[config.mk]
export PLATFORM = sky130hd
export DESIGN_NAME = prescaler_switch_ctrl_flat
export DESIGN_NICKNAME = d
export VERILOG_FILES = /design/src/rtl/prescaler_switch_ctrl_if.sv /design/src/rtl/prescaler_switch_ctrl.sv /design/src/flat_wrapper.sv
export SDC_FILE = /design/constraint.sdc
export NUM_CORES = 1
export LEC_CHECK = 0
export CORE_MARGIN = 10
export CORE_UTILIZATION = 43
export DETAILED_ROUTE_END_ITERATION = 6
export PLACE_DENSITY_LB_ADDON = 0.05
export SLEW_MARGIN = 20
export SYNTH_ARGS = -nofsm -noshare
export SYNTH_HDL_FRONTEND = slang
export SYNTH_SLANG_ARGS = --single-unit
[constraint.sdc]
create_clock -name clk -period 3.13 [get_ports clk]
set_input_delay 0.939 -clock clk [delete_from_list [all_inputs] [get_ports clk]]
set_output_delay 0.939 -clock clk [all_outputs]
set_load 0.01 [all_outputs]
[src/rtl/prescaler_switch_ctrl_if.sv]
// Requester-side bundle of the prescaler switch controller: two level requests,
// their requested selects and the per-requester completion pulse.
interface prescaler_switch_ctrl_if #(
    parameter int unsigned SEL_W = 2
);
    logic [1:0]         req_i;
    logic [2*SEL_W-1:0] sel_i;
    logic [1:0]         ack_o;

    modport master (output req_i, output sel_i, input ack_o);
    modport slave  (input req_i, input sel_i, output ack_o);
endinterface

[src/rtl/prescaler_switch_ctrl.sv]
// Shares the system clock prescaler select/enable between two requesters using a
// drain -> switch -> settle -> ack sequence. Optional: PRESCALER_SWITCH_RR_EN (round-robin).
module prescaler_switch_ctrl #(
    parameter int unsigned SEL_W         = 2,
    parameter int unsigned RESET_SEL     = 0,
    parameter int unsigned DRAIN_CYCLES  = 64,
    parameter int unsigned SETTLE_CYCLES = 4
) (
    input  logic                   clk,
    input  logic                   rst,
    prescaler_switch_ctrl_if.slave req_bus,
    output logic                   clk_en_o,
    output logic [SEL_W-1:0]       prescaler_sel_o,
    output logic                   busy_o
);
    localparam int unsigned MAX_CYC = (DRAIN_CYCLES > SETTLE_CYCLES) ? DRAIN_CYCLES : SETTLE_CYCLES;
    localparam int unsigned CNT_W   = ($clog2(MAX_CYC) < 1) ? 1 : $clog2(MAX_CYC);

    typedef enum logic [2:0] {
        ST_IDLE,
        ST_DRAIN,
        ST_SWITCH,
        ST_SETTLE,
        ST_ACK
    } state_t;

    state_t             r_state;
    state_t             w_state_nxt;
    logic [CNT_W-1:0]   r_cnt;
    logic [CNT_W-1:0]   w_cnt_nxt;
    logic               r_grant;
    logic               w_grant_nxt;
    logic [SEL_W-1:0]   r_sel_lat;
    logic [SEL_W-1:0]   w_sel_lat_nxt;
    logic [SEL_W-1:0]   r_sel_out;
    logic [SEL_W-1:0]   w_sel_out_nxt;
    logic               r_clk_en;
    logic               w_clk_en_nxt;
    logic               r_busy;
    logic               w_busy_nxt;
    logic [1:0]         r_ack;
    logic [1:0]         w_ack_nxt;
    logic [1:0]         w_req;
    logic               w_arb_idx;
    logic [SEL_W-1:0]   w_arb_sel;

    assign w_req = req_bus.req_i;

    // Arbitration: pick the winning requester among the currently raised requests.
`ifdef PRESCALER_SWITCH_RR_EN
    logic r_ptr;

    assign w_arb_idx = (w_req == 2'b11) ? r_ptr : ~w_req[0];

    always_ff @(posedge clk) begin
        if (rst) begin
            r_ptr <= 1'b0;
        end else if (r_state == ST_IDLE && |w_req) begin
            r_ptr <= ~w_arb_idx;
        end
    end
`else
    assign w_arb_idx = ~w_req[0];
`endif

    assign w_arb_sel = w_arb_idx ? req_bus.sel_i[2*SEL_W-1:SEL_W] : req_bus.sel_i[SEL_W-1:0];

    // Next-state, counter and registered-output logic.
    always_comb begin
        w_state_nxt   = r_state;
        w_cnt_nxt     = r_cnt;
        w_grant_nxt   = r_grant;
        w_sel_lat_nxt = r_sel_lat;
        w_sel_out_nxt = r_sel_out;

        case (r_state)
            ST_IDLE: begin
                if (|w_req) begin
                    w_grant_nxt   = w_arb_idx;
                    w_sel_lat_nxt = w_arb_sel;
                    if (w_arb_sel == r_sel_out) begin
                        w_state_nxt = ST_ACK;
                    end else begin
                        w_state_nxt = ST_DRAIN;
                        w_cnt_nxt   = CNT_W'(DRAIN_CYCLES - 1);
                    end
                end
            end
            ST_DRAIN: begin
                if (r_cnt == '0) begin
                    w_state_nxt = ST_SWITCH;
                end else begin
                    w_cnt_nxt = r_cnt - CNT_W'(1);
                end
            end
            ST_SWITCH: begin
                w_sel_out_nxt = r_sel_lat;
                w_state_nxt   = ST_SETTLE;
                w_cnt_nxt     = CNT_W'(SETTLE_CYCLES - 1);
            end
            ST_SETTLE: begin
                if (r_cnt == '0) begin
                    w_state_nxt = ST_ACK;
                end else begin
                    w_cnt_nxt = r_cnt - CNT_W'(1);
                end
            end
            ST_ACK: begin
                w_state_nxt = ST_IDLE;
            end
            default: begin
                w_state_nxt = ST_IDLE;
            end
        endcase

        // Outputs are registered from the next state so they line up with it.
        w_clk_en_nxt = (w_state_nxt == ST_IDLE) || (w_state_nxt == ST_SETTLE) || (w_state_nxt == ST_ACK);
        w_busy_nxt   = (w_state_nxt != ST_IDLE);
        w_ack_nxt    = 2'b00;
        if (w_state_nxt == ST_ACK) begin
            w_ack_nxt = w_grant_nxt ? 2'b10 : 2'b01;
        end
    end

    always_ff @(posedge clk) begin
        if (rst) begin
            r_state   <= ST_IDLE;
            r_cnt     <= '0;
            r_grant   <= 1'b0;
            r_sel_lat <= SEL_W'(RESET_SEL);
            r_sel_out <= SEL_W'(RESET_SEL);
            r_clk_en  <= 1'b1;
            r_busy    <= 1'b0;
            r_ack     <= 2'b00;
        end else begin
            r_state   <= w_state_nxt;
            r_cnt     <= w_cnt_nxt;
            r_grant   <= w_grant_nxt;
            r_sel_lat <= w_sel_lat_nxt;
            r_sel_out <= w_sel_out_nxt;
            r_clk_en  <= w_clk_en_nxt;
            r_busy    <= w_busy_nxt;
            r_ack     <= w_ack_nxt;
        end
    end

    assign req_bus.ack_o   = r_ack;
    assign clk_en_o        = r_clk_en;
    assign prescaler_sel_o = r_sel_out;
    assign busy_o          = r_busy;
endmodule

[src/flat_wrapper.sv]
// flat-port wrapper written by rule: the top's interface ports become plain ports
module prescaler_switch_ctrl_flat 
#(
    parameter int unsigned SEL_W         = 2,
    parameter int unsigned RESET_SEL     = 0,
    parameter int unsigned DRAIN_CYCLES  = 64,
    parameter int unsigned SETTLE_CYCLES = 4
)
  (clk, rst, clk_en_o, prescaler_sel_o, busy_o, req_bus_req_i, req_bus_sel_i, req_bus_ack_o);
  prescaler_switch_ctrl_if #(.SEL_W(SEL_W)) req_bus_i ();
  input  logic clk;
  input  logic rst;
  output logic clk_en_o;
  output logic [SEL_W-1:0] prescaler_sel_o;
  output logic busy_o;
  input wire logic [$bits(req_bus_i.req_i)-1:0] req_bus_req_i;
  input wire logic [$bits(req_bus_i.sel_i)-1:0] req_bus_sel_i;
  output wire logic [$bits(req_bus_i.ack_o)-1:0] req_bus_ack_o;
  assign req_bus_i.req_i = req_bus_req_i;
  assign req_bus_i.sel_i = req_bus_sel_i;
  assign req_bus_ack_o = req_bus_i.ack_o;
  prescaler_switch_ctrl #(.SEL_W(SEL_W), .RESET_SEL(RESET_SEL), .DRAIN_CYCLES(DRAIN_CYCLES), .SETTLE_CYCLES(SETTLE_CYCLES)) u_core (.clk(clk), .rst(rst), .req_bus(req_bus_i), .clk_en_o(clk_en_o), .prescaler_sel_o(prescaler_sel_o), .busy_o(busy_o));
endmodule
==> impl_metrics.yaml, run 1 <==
status:
  outcome: "completed"
power_and_ir_drop:
  p_clk_share_pct: 17.2
  cellPowerDensity_nw_per_um2: 585
  power.share.combinational_pct: 35.7
  ir_worst_vdd_uv: 264
  power_switching_w: 0.000234
  p_leak_nw: 0.437
  p_int_w: 0.000419
  seq_power_share_pct: 47.1
  p_sw_share_pct: 35.9
clock_tree:
  insertion_delay_ns: 0.29
  holdBufCountCts: 0
  post_cts_buffers: 0
  cts_tree: "built"
  cts-resized-gates: 0
  cts_root_buf: "clkbuf_4"
  cts_sinks: 18
  path_clk_slew_ns: 0.09
  numCtsBuffers: 3
  h-tree-depth: 1
  cts.path.max_buffers: 2
floorplan:
  initial_utilization_pct: 46.6
  fp.dieW_um: 66.8
  die-area_sq_um: 4460
  row_count: 16
  die_y_um: 66.8
  core_region_area_sq_um: 2020
  ios: 14
logic_synthesis:
  syn_area_sq_um: 942
  syn-instance-count: 105
  ys_ff_latch: 18
  yosys_warnings: 0
  yosys.cell_types.count: 42
  syn_area_per_cell_sq_um: 8.97
  syn_nets: 114
  ys_seq_area_share_pct: 38.2
placement:
  routabilityCongestion: 0.849
  io_buffers: 13
  dp.cells: 143
  dp_hpwl_mm: 1.68
timing:
  setup_viol: 0
  final_max_slew_viol_count: 0
  min_period_ns: 2.58
  final.setup.tns_ns: 0
  post-route-period-util_pct: 82.5
  slew_headroom_pct: 64.3
  worst_pin_slew_ns: 0.531
  holdWs_ns: 0.507
  final_hold_viol_count: 0
  fin_worst_skew_ns: 0.00563
  timing.fmax_mhz: 387
  rsz0062_at_grt: "no"
layout:
  area_growth_pct: 18.5
  n_antenna_cell: 0
  layout-drive-gt1-share_pct: 12.6
  fin_cells: 146
  utilization_pct: 55.2
  layout_common_cells: "dfxtp_1, nor2_1, clkdlybuf4s50_1, inv_1"
  final_common_cell: "dfxtp_1"
  fin_nets: 130
route:
  firstDrtPassIters: 4
  drc: 0
  drt-wirelength-per-cell_um: 14.6
  routed_wirelength_mm: 2.13
  route.vias.total: 814
  dr.first_iter.drc_count: 23
  ant_nets: 0
  via_per_inst: 5.58
grt:
  grt.overflow.total: 0
  grt_first_pass_wirelength_mm: 3.64
  grtUsageTotal_pct: 10.2
  grt_pass1_vias: 789
  antenna_found_initial: 0
  grt_max_degree: 12
min_path:
  hold_class: "reg2reg"
setup_path:
  crit_type: "in2reg"
  worstPathArrival_ns: 2.77
  path_max_fanout: 11
  critPathLaunchType: "input port"
  worst_setup_path_end_kind: "register"
  critPathRequiredTime_ns: 3.31
flow_run:
  drv_cap: 0
## sequential cells by signal, indices dropped and copies added, names as in the netlist
signal and cells:
u_core.r_grant 1, u_core.r_state 3, u_core.clk_en_o 1, u_core.r_sel_lat 2
u_core.prescaler_sel_o 2, u_core.busy_o 1, u_core.r_cnt 6, u_core.req_bus.ack_o 2
## metal layers
metal | global-route usage (%) | routed length (um) | up-vias | part of all wire [%]
met2 | 16.7 | 1010 | 13 | 47
met4 | 3.66 | 17 | 0 | 0.80
met5 | 0 | 0 | - | 0
met1 | 12.6 | 984 | 387 | 46
li1 | - | - | 412 | -
met3 | 2.34 | 115 | 2 | 5.4
## cell type report
class | count | area [sq um]
fillers | 197 | 906
multi-input cells | 77 | 536
flip-flops and latches | 18 | 360
repair buffers | 14 | 138
well taps | 27 | 33.8
inverters | 7 | 26.3
clock buffers | 3 | 22.5
## cell usage after synthesis, drive strengths merged
library cell | n | area, sq um
dfxtp | 18 | 360
nor2 | 15 | 56.3
inv | 7 | 26.3
nand2 | 6 | 25.0
a21oi | 5 | 25.0
o21ai | 5 | 36.3
mux2i | 4 | 52.6
nor3 | 4 | 30.0
a31oi | 3 | 18.8
o21a | 3 | 23.8
xnor2 | 3 | 33.8
a211oi | 2 | 15.0
a221o | 2 | 20.0
and3 | 2 | 12.5
buf | 2 | 16.3
nand2b | 2 | 12.5
nand3 | 2 | 10.0
nor2b | 2 | 12.5
o2111ai | 2 | 17.5
a2111oi | 1 | 8.76
a21o | 1 | 7.51
a22oi | 1 | 7.51
a311oi | 1 | 15.0
clkbuf | 1 | 3.75
ha | 1 | 12.5
nand4 | 1 | 6.26
nor3b | 1 | 12.5
nor4 | 1 | 6.26
o2111a | 1 | 11.3
o211ai | 1 | 7.51
o21bai | 1 | 7.51
o221ai | 1 | 8.76
o31ai | 1 | 7.51
or2 | 1 | 6.26
or3b | 1 | 8.76
## metrics by stage
step | power (W) | cell area, sq um | worst slack [ns]
3_5_place_dp | 0.000542 | 1090 | 0.283
5_1_grt | 0.000703 | 1120 | 0.442
2_1_floorplan | 0.000475 | 942 | 1.10
4_1_cts | 0.000660 | 1120 | 0.585
6_report | 0.000653 | 1120 | 0.548
3_3_place_gp | 0.000541 | 1090 | 0.345
## kinds of logic after synthesis
| family | synth area share, % |
|---|---|
| xor+xnor | 3.59 |
| compound gates | 25.2 |
| flops | 38.2 |
| fa+ha+maj | 1.33 |
| buf+inv | 4.91 |
| mux | 5.58 |
| simple gates | 21.1 |
## power by group through the flow
stage	combinational (W)	sequential, W	clock (W)
after floorplan	0.000169	0.000306	0
after global placement	0.000230	0.000311	0
after detailed placement	0.000230	0.000312	0
after CTS	0.000232	0.000307	0.000121
after global routing	0.000260	0.000315	0.000128
final	0.000233	0.000308	0.000112
## path summary, 6_finish.rpt
check / from / end / slack, ns / depth (start not counted)
worst max register to register: u_core.r_cnt[0] / u_core.r_cnt[2] / 1.25 / 7
worst max-delay path: req_bus_req_i[0] / u_core.r_cnt[2] / 0.55 / 6
worst min register to register: u_core.r_sel_lat[0] / u_core.r_sel_lat[0] / 0.51 / 2
worst min-delay path: u_core.r_sel_lat[0] / u_core.r_sel_lat[0] / 0.51 / 2
## worst max-delay path, stage by stage
cell and delay [ns]:
clkdlybuf4s50_1 0.73, mux2i_1 0.33, xnor2_1 0.18, o21ai_4 0.24
a21oi_1 0.11, o2111a_1 0.23
Power figures use the tool's default switching activity.
==> run 2, diff against run 1 <==
- clock period: 3.13 -> 2.3 ns (I/O delays scaled with it)
==> impl_metrics.yaml, run 2 (synthesis gave the netlist of run 1 again) <==
route:
  dr.first_iter.drc_count: 37
  ant_nets: 0
  route.vias.total: 847
  firstDrtPassIters: 4
  routed_wirelength_mm: 2.12
  drc: 0
  drt-wirelength-per-cell_um: 13.8
  via_per_inst: 5.50
setup_path:
  crit_type: "in2reg"
  worstSetupStartpoint: "req_bus_req_i[0]"
  r2r-start: "u_core.r_cnt[0]"
  path_max_fanout: 3
  worst_setup_path_end_kind: "register"
  r2r.worst_path.cells: 7
  worstSetupEndpoint: "u_core.r_cnt[1]"
  r2r_setup_slack_ns: 0.47
  critPathRequiredTime_ns: 2.52
  worstPathArrival_ns: 2.32
  slowest_stage: "clkdlybuf4s50_1"
  critPathLaunchType: "input port"
  rr_endpoint: "u_core.r_cnt[2]"
  crit_chain: "clkdlybuf4s50_1 -> mux2i_1 -> xnor2_1 -> o21a_2 -> nor3_2 -> a311oi_2"
  slowest_delay_ns: 0.51
placement:
  dp_hpwl_mm: 1.69
  dp.cells: 150
  io_buffers: 13
  dp_slack_ns: -0.0657
  routabilityCongestion: 0.859
  dpl-instance-area_sq_um: 1150
grt:
  grtUsageTotal_pct: 10.2
  grt_max_degree: 11
  grt_first_pass_wirelength_mm: 3.56
  grt_pass1_vias: 806
  grt.overflow.total: 0
  antenna_found_initial: 0
layout:
  layout_common_cells: "dfxtp_1, nor2_1, clkdlybuf4s50_1, buf_4, inv_1"
  final_common_cell: "dfxtp_1"
  area_growth_pct: 25.5
  n_antenna_cell: 0
  fin_nets: 137
  layout-drive-gt1-share_pct: 18.1
  fin_cells: 154
  final_area_sq_um: 1180
  largest_register_ffs: 6
  top_regs: "u_core.r_cnt: 6 flops, u_core.r_state: 3 flops"
  regMostFlops: "u_core.r_cnt"
floorplan:
  die_y_um: 66.8
  fp.dieW_um: 66.8
  die-area_sq_um: 4460
  ios: 14
  row_count: 16
  core_region_area_sq_um: 2020
  initial_utilization_pct: 46.6
power_and_ir_drop:
  cellPowerDensity_nw_per_um2: 807
  p_leak_nw: 0.478
  ir_worst_vdd_uv: 531
clock_tree:
  numCtsBuffers: 3
  holdBufCountCts: 0
  post_cts_buffers: 0
  cts-resized-gates: 0
  path_clk_slew_ns: 0.11
  cts_root_buf: "clkbuf_4"
  cts_sinks: 18
  h-tree-depth: 1
  cts_tree: "built"
  cts.path.max_buffers: 2
  insertion_delay_ns: 0.30
timing:
  timing.fmax_mhz: 477
  rsz0062_at_grt: "no"
  fin_worst_skew_ns: 0.00838
  post-route-period-util_pct: 91.2
  min_period_ns: 2.10
  worst_slack_ns: 0.203
  final_hold_viol_count: 0
  worst_pin_slew_ns: 0.548
  final_max_slew_viol_count: 0
  setup_viol: 0
  slew_headroom_pct: 63.1
flow_run:
  drv_cap: 0
min_path:
  hold_class: "reg2reg"
status:
  outcome: "completed"
## run 2: through the flow
| step | power, W | hold slack (ns) | setup TNS (ns) | utilization, % |
|---|---|---|---|---|
| 6_report | 0.000954 | 0.508 | 0 | 58.5 |
| 2_1_floorplan | 0.000646 | 0.461 | 0 | - |
| 3_3_place_gp | 0.000756 | 0.485 | -0.307 | 56.7 |
| 4_1_cts | 0.000960 | 0.513 | 0 | 58.5 |
| 5_1_grt | 0.00102 | 0.542 | 0 | 58.5 |
| 3_5_place_dp | 0.000758 | 0.487 | -0.134 | 56.7 |
## run 2: critical path: cells and delay by family
family                    cells  cell delay (ns)
buffers and inverters         1             0.51
AOI/OAI and AO/OA             2             0.46
muxes                         1             0.32
xor gates and xnor gates      1             0.28
and+or+nand+nor               1             0.05
## run 2: worst min path at each step
stage,startpoint,end,slack (ns),cells after the start
2_1_floorplan,u_core.r_sel_lat[0],u_core.prescaler_sel_o[0],0.46,2
3_3_place_gp,u_core.r_sel_lat[1],u_core.prescaler_sel_o[1],0.48,2
3_5_place_dp,u_core.r_sel_lat[1],u_core.prescaler_sel_o[1],0.49,2
4_1_cts,u_core.r_sel_lat[1],u_core.prescaler_sel_o[1],0.51,2
5_1_grt,u_core.r_sel_lat[1],u_core.r_sel_lat[1],0.54,2
6_report,u_core.r_sel_lat[1],u_core.prescaler_sel_o[1],0.51,2
## run 2: power breakdown
part | switching [W] | total (W) | internal, W
Combinational | 0.000177 | 0.000337 | 0.000160
Sequential | 0.0000494 | 0.000416 | 0.000367
Clock | 0.000105 | 0.000201 | 0.0000965
Total | 0.000332 | 0.000954 | 0.000623
## run 2: cell type report
| type | instances | area, sq um |
|---|---|---|
| clock buffer | 4 | 36.3 |
| fill | 180 | 840 |
| inverter | 7 | 26.3 |
| multi-input combinational | 77 | 536 |
| sequential | 18 | 360 |
| tap | 27 | 33.8 |
| timing repair buffer | 21 | 190 |
## run 2: layer usage
layer | wire length (um) | vias up | share of wire (%) | track usage (%)
met1 | 1020 | 395 | 48 | 12.2
met5 | 0 | - | 0 | 0
met4 | 14 | 0 | 0.66 | 4.97
met2 | 972 | 18 | 46 | 15.8
met3 | 116 | 2 | 5.5 | 3.34
li1 | - | 432 | - | -
==> run 3, diff against run 2 <==
- clock period: 2.3 -> 2.4 ns (I/O delays scaled with it)
==> impl_metrics.yaml, run 3 (synthesis gave the netlist of run 1 again) <==
clock_tree:
  cts-resized-gates: 0
  cts.path.max_buffers: 2
  cts_tree: "built"
  cts_sinks: 18
  insertion_delay_ns: 0.29
  numCtsBuffers: 3
  holdBufCountCts: 0
  cts_root_buf: "clkbuf_4"
  h-tree-depth: 1
  post_cts_buffers: 0
  path_clk_slew_ns: 0.10
grt:
  grt_first_pass_wirelength_mm: 3.42
  top_usage_layer: "met2"
  grtUsageTotal_pct: 9.70
  grt_max_degree: 10
  gr-usage-met3_pct: 4.52
  grt_pass1_vias: 767
  use_met2_pct: 14.9
  use_met1_pct: 11.9
  grt.overflow.total: 0
  antenna_found_initial: 0
placement:
  dp_hpwl_mm: 1.66
  dpl-instance-area_sq_um: 1150
  io_buffers: 13
  dp.cells: 150
  routabilityCongestion: 0.859
timing:
  final_hold_viol_count: 0
  fin_worst_skew_ns: 0.00270
  final_max_slew_viol_count: 0
  post-route-period-util_pct: 88.3
  rsz0062_at_grt: "no"
  final.setup.tns_ns: 0
  timing.fmax_mhz: 472
  min_period_ns: 2.12
  slew_headroom_pct: 63.0
  setup_viol: 0
  worst_pin_slew_ns: 0.550
power_and_ir_drop:
  p_int_w: 0.000563
  power.share.combinational_pct: 37.0
  p_sw_share_pct: 35.0
  ir_worst_vdd_uv: 421
  p_total_w: 0.000866
  p_clk_share_pct: 16.8
  power_switching_w: 0.000304
  seq_power_share_pct: 46.2
  cellPowerDensity_nw_per_um2: 741
  p_leak_nw: 0.471
route:
  firstDrtPassIters: 4
  drc: 0
  route.vias.total: 849
  dr.first_iter.drc_count: 43
  routed_wirelength_mm: 2.05
  ant_nets: 0
  via_per_inst: 5.55
  drt-wirelength-per-cell_um: 13.4
setup_path:
  path_max_fanout: 3
  critPathLaunchType: "input port"
  worstPathArrival_ns: 2.33
  crit_type: "in2reg"
  worst_setup_path_end_kind: "register"
  critPathRequiredTime_ns: 2.61
layout:
  final_area_sq_um: 1170
  nFillCells: 175
  layout-drive-gt1-share_pct: 17.5
  fin_cells: 153
  layout_common_cells: "dfxtp_1, nor2_1, clkdlybuf4s50_1, buf_4, inv_1"
  utilization_pct: 57.8
  final_common_cell: "dfxtp_1"
  ff_latch_area_sq_um: 360
  regMostFlops: "u_core.r_cnt"
  largest_register_ffs: 6
  n_antenna_cell: 0
  fin_nets: 137
  top_regs: "u_core.r_cnt: 6 flops, u_core.r_state: 3 flops"
  area_growth_pct: 24.0
  multi_input_area_sq_um: 536
floorplan:
  core_region_area_sq_um: 2020
  die-area_sq_um: 4460
  initial_utilization_pct: 46.6
  die_y_um: 66.8
  ios: 14
  row_count: 16
  fp.dieW_um: 66.8
status:
  outcome: "completed"
flow_run:
  drv_cap: 0
min_path:
  hold_class: "reg2reg"
-- run 3: layer usage --
layer,vias up,wire length (um),share of wire [%]
li1,429,-,-
met1,398,940,46
met2,20,944,46
met3,2,150,7.3
met4,0,19,0.93
met5,-,0,0
-- run 3: final timing paths --
| kind | from | to | slack [ns] | cells after the start |
|---|---|---|---|---|
| min | u_core.r_sel_lat[0] | u_core.prescaler_sel_o[0] | 0.50 | 2 |
| min reg2reg | u_core.r_sel_lat[0] | u_core.prescaler_sel_o[0] | 0.50 | 2 |
| max | req_bus_req_i[0] | u_core.r_cnt[1] | 0.28 | 6 |
| max reg2reg | u_core.r_cnt[1] | u_core.r_cnt[3] | 0.56 | 7 |
-- run 3: worst max-delay path, stage by stage --
cell and delay, ns:
clkdlybuf4s50_1 0.51, mux2i_1 0.31, xnor2_1 0.27, o21a_2 0.24, nor3_2 0.05, a311oi_2 0.22
-- run 3: through the flow --
stage	hold WS (ns)	worst slack [ns]
after floorplan	0.461	0.592
after global placement	0.485	-0.0149
after detailed placement	0.483	-0.0200
after CTS	0.509	0.278
after global routing	0.544	0.197
final	0.501	0.281
-- run 3: power groups by stage --
| stage | logic (W) | clock network, W | registers, W |
|---|---|---|---|
| global route | 0.000355 | 0.000165 | 0.000407 |
| finish | 0.000321 | 0.000145 | 0.000400 |
| CTS | 0.000322 | 0.000153 | 0.000398 |
| detailed placement | 0.000319 | 0 | 0.000405 |
| floorplan | 0.000220 | 0 | 0.000399 |
| global placement | 0.000320 | 0 | 0.000405 |
-- run 3: cell type report --
| class | count | share of cell area (%) |
|---|---|---|
| timing repair buffer | 21 | 16.3 |
| multi-input combinational | 77 | 45.8 |
| sequential | 18 | 30.8 |
| clock buffer | 3 | 1.93 |
| tap | 27 | 2.89 |
| inverter | 7 | 2.25 |
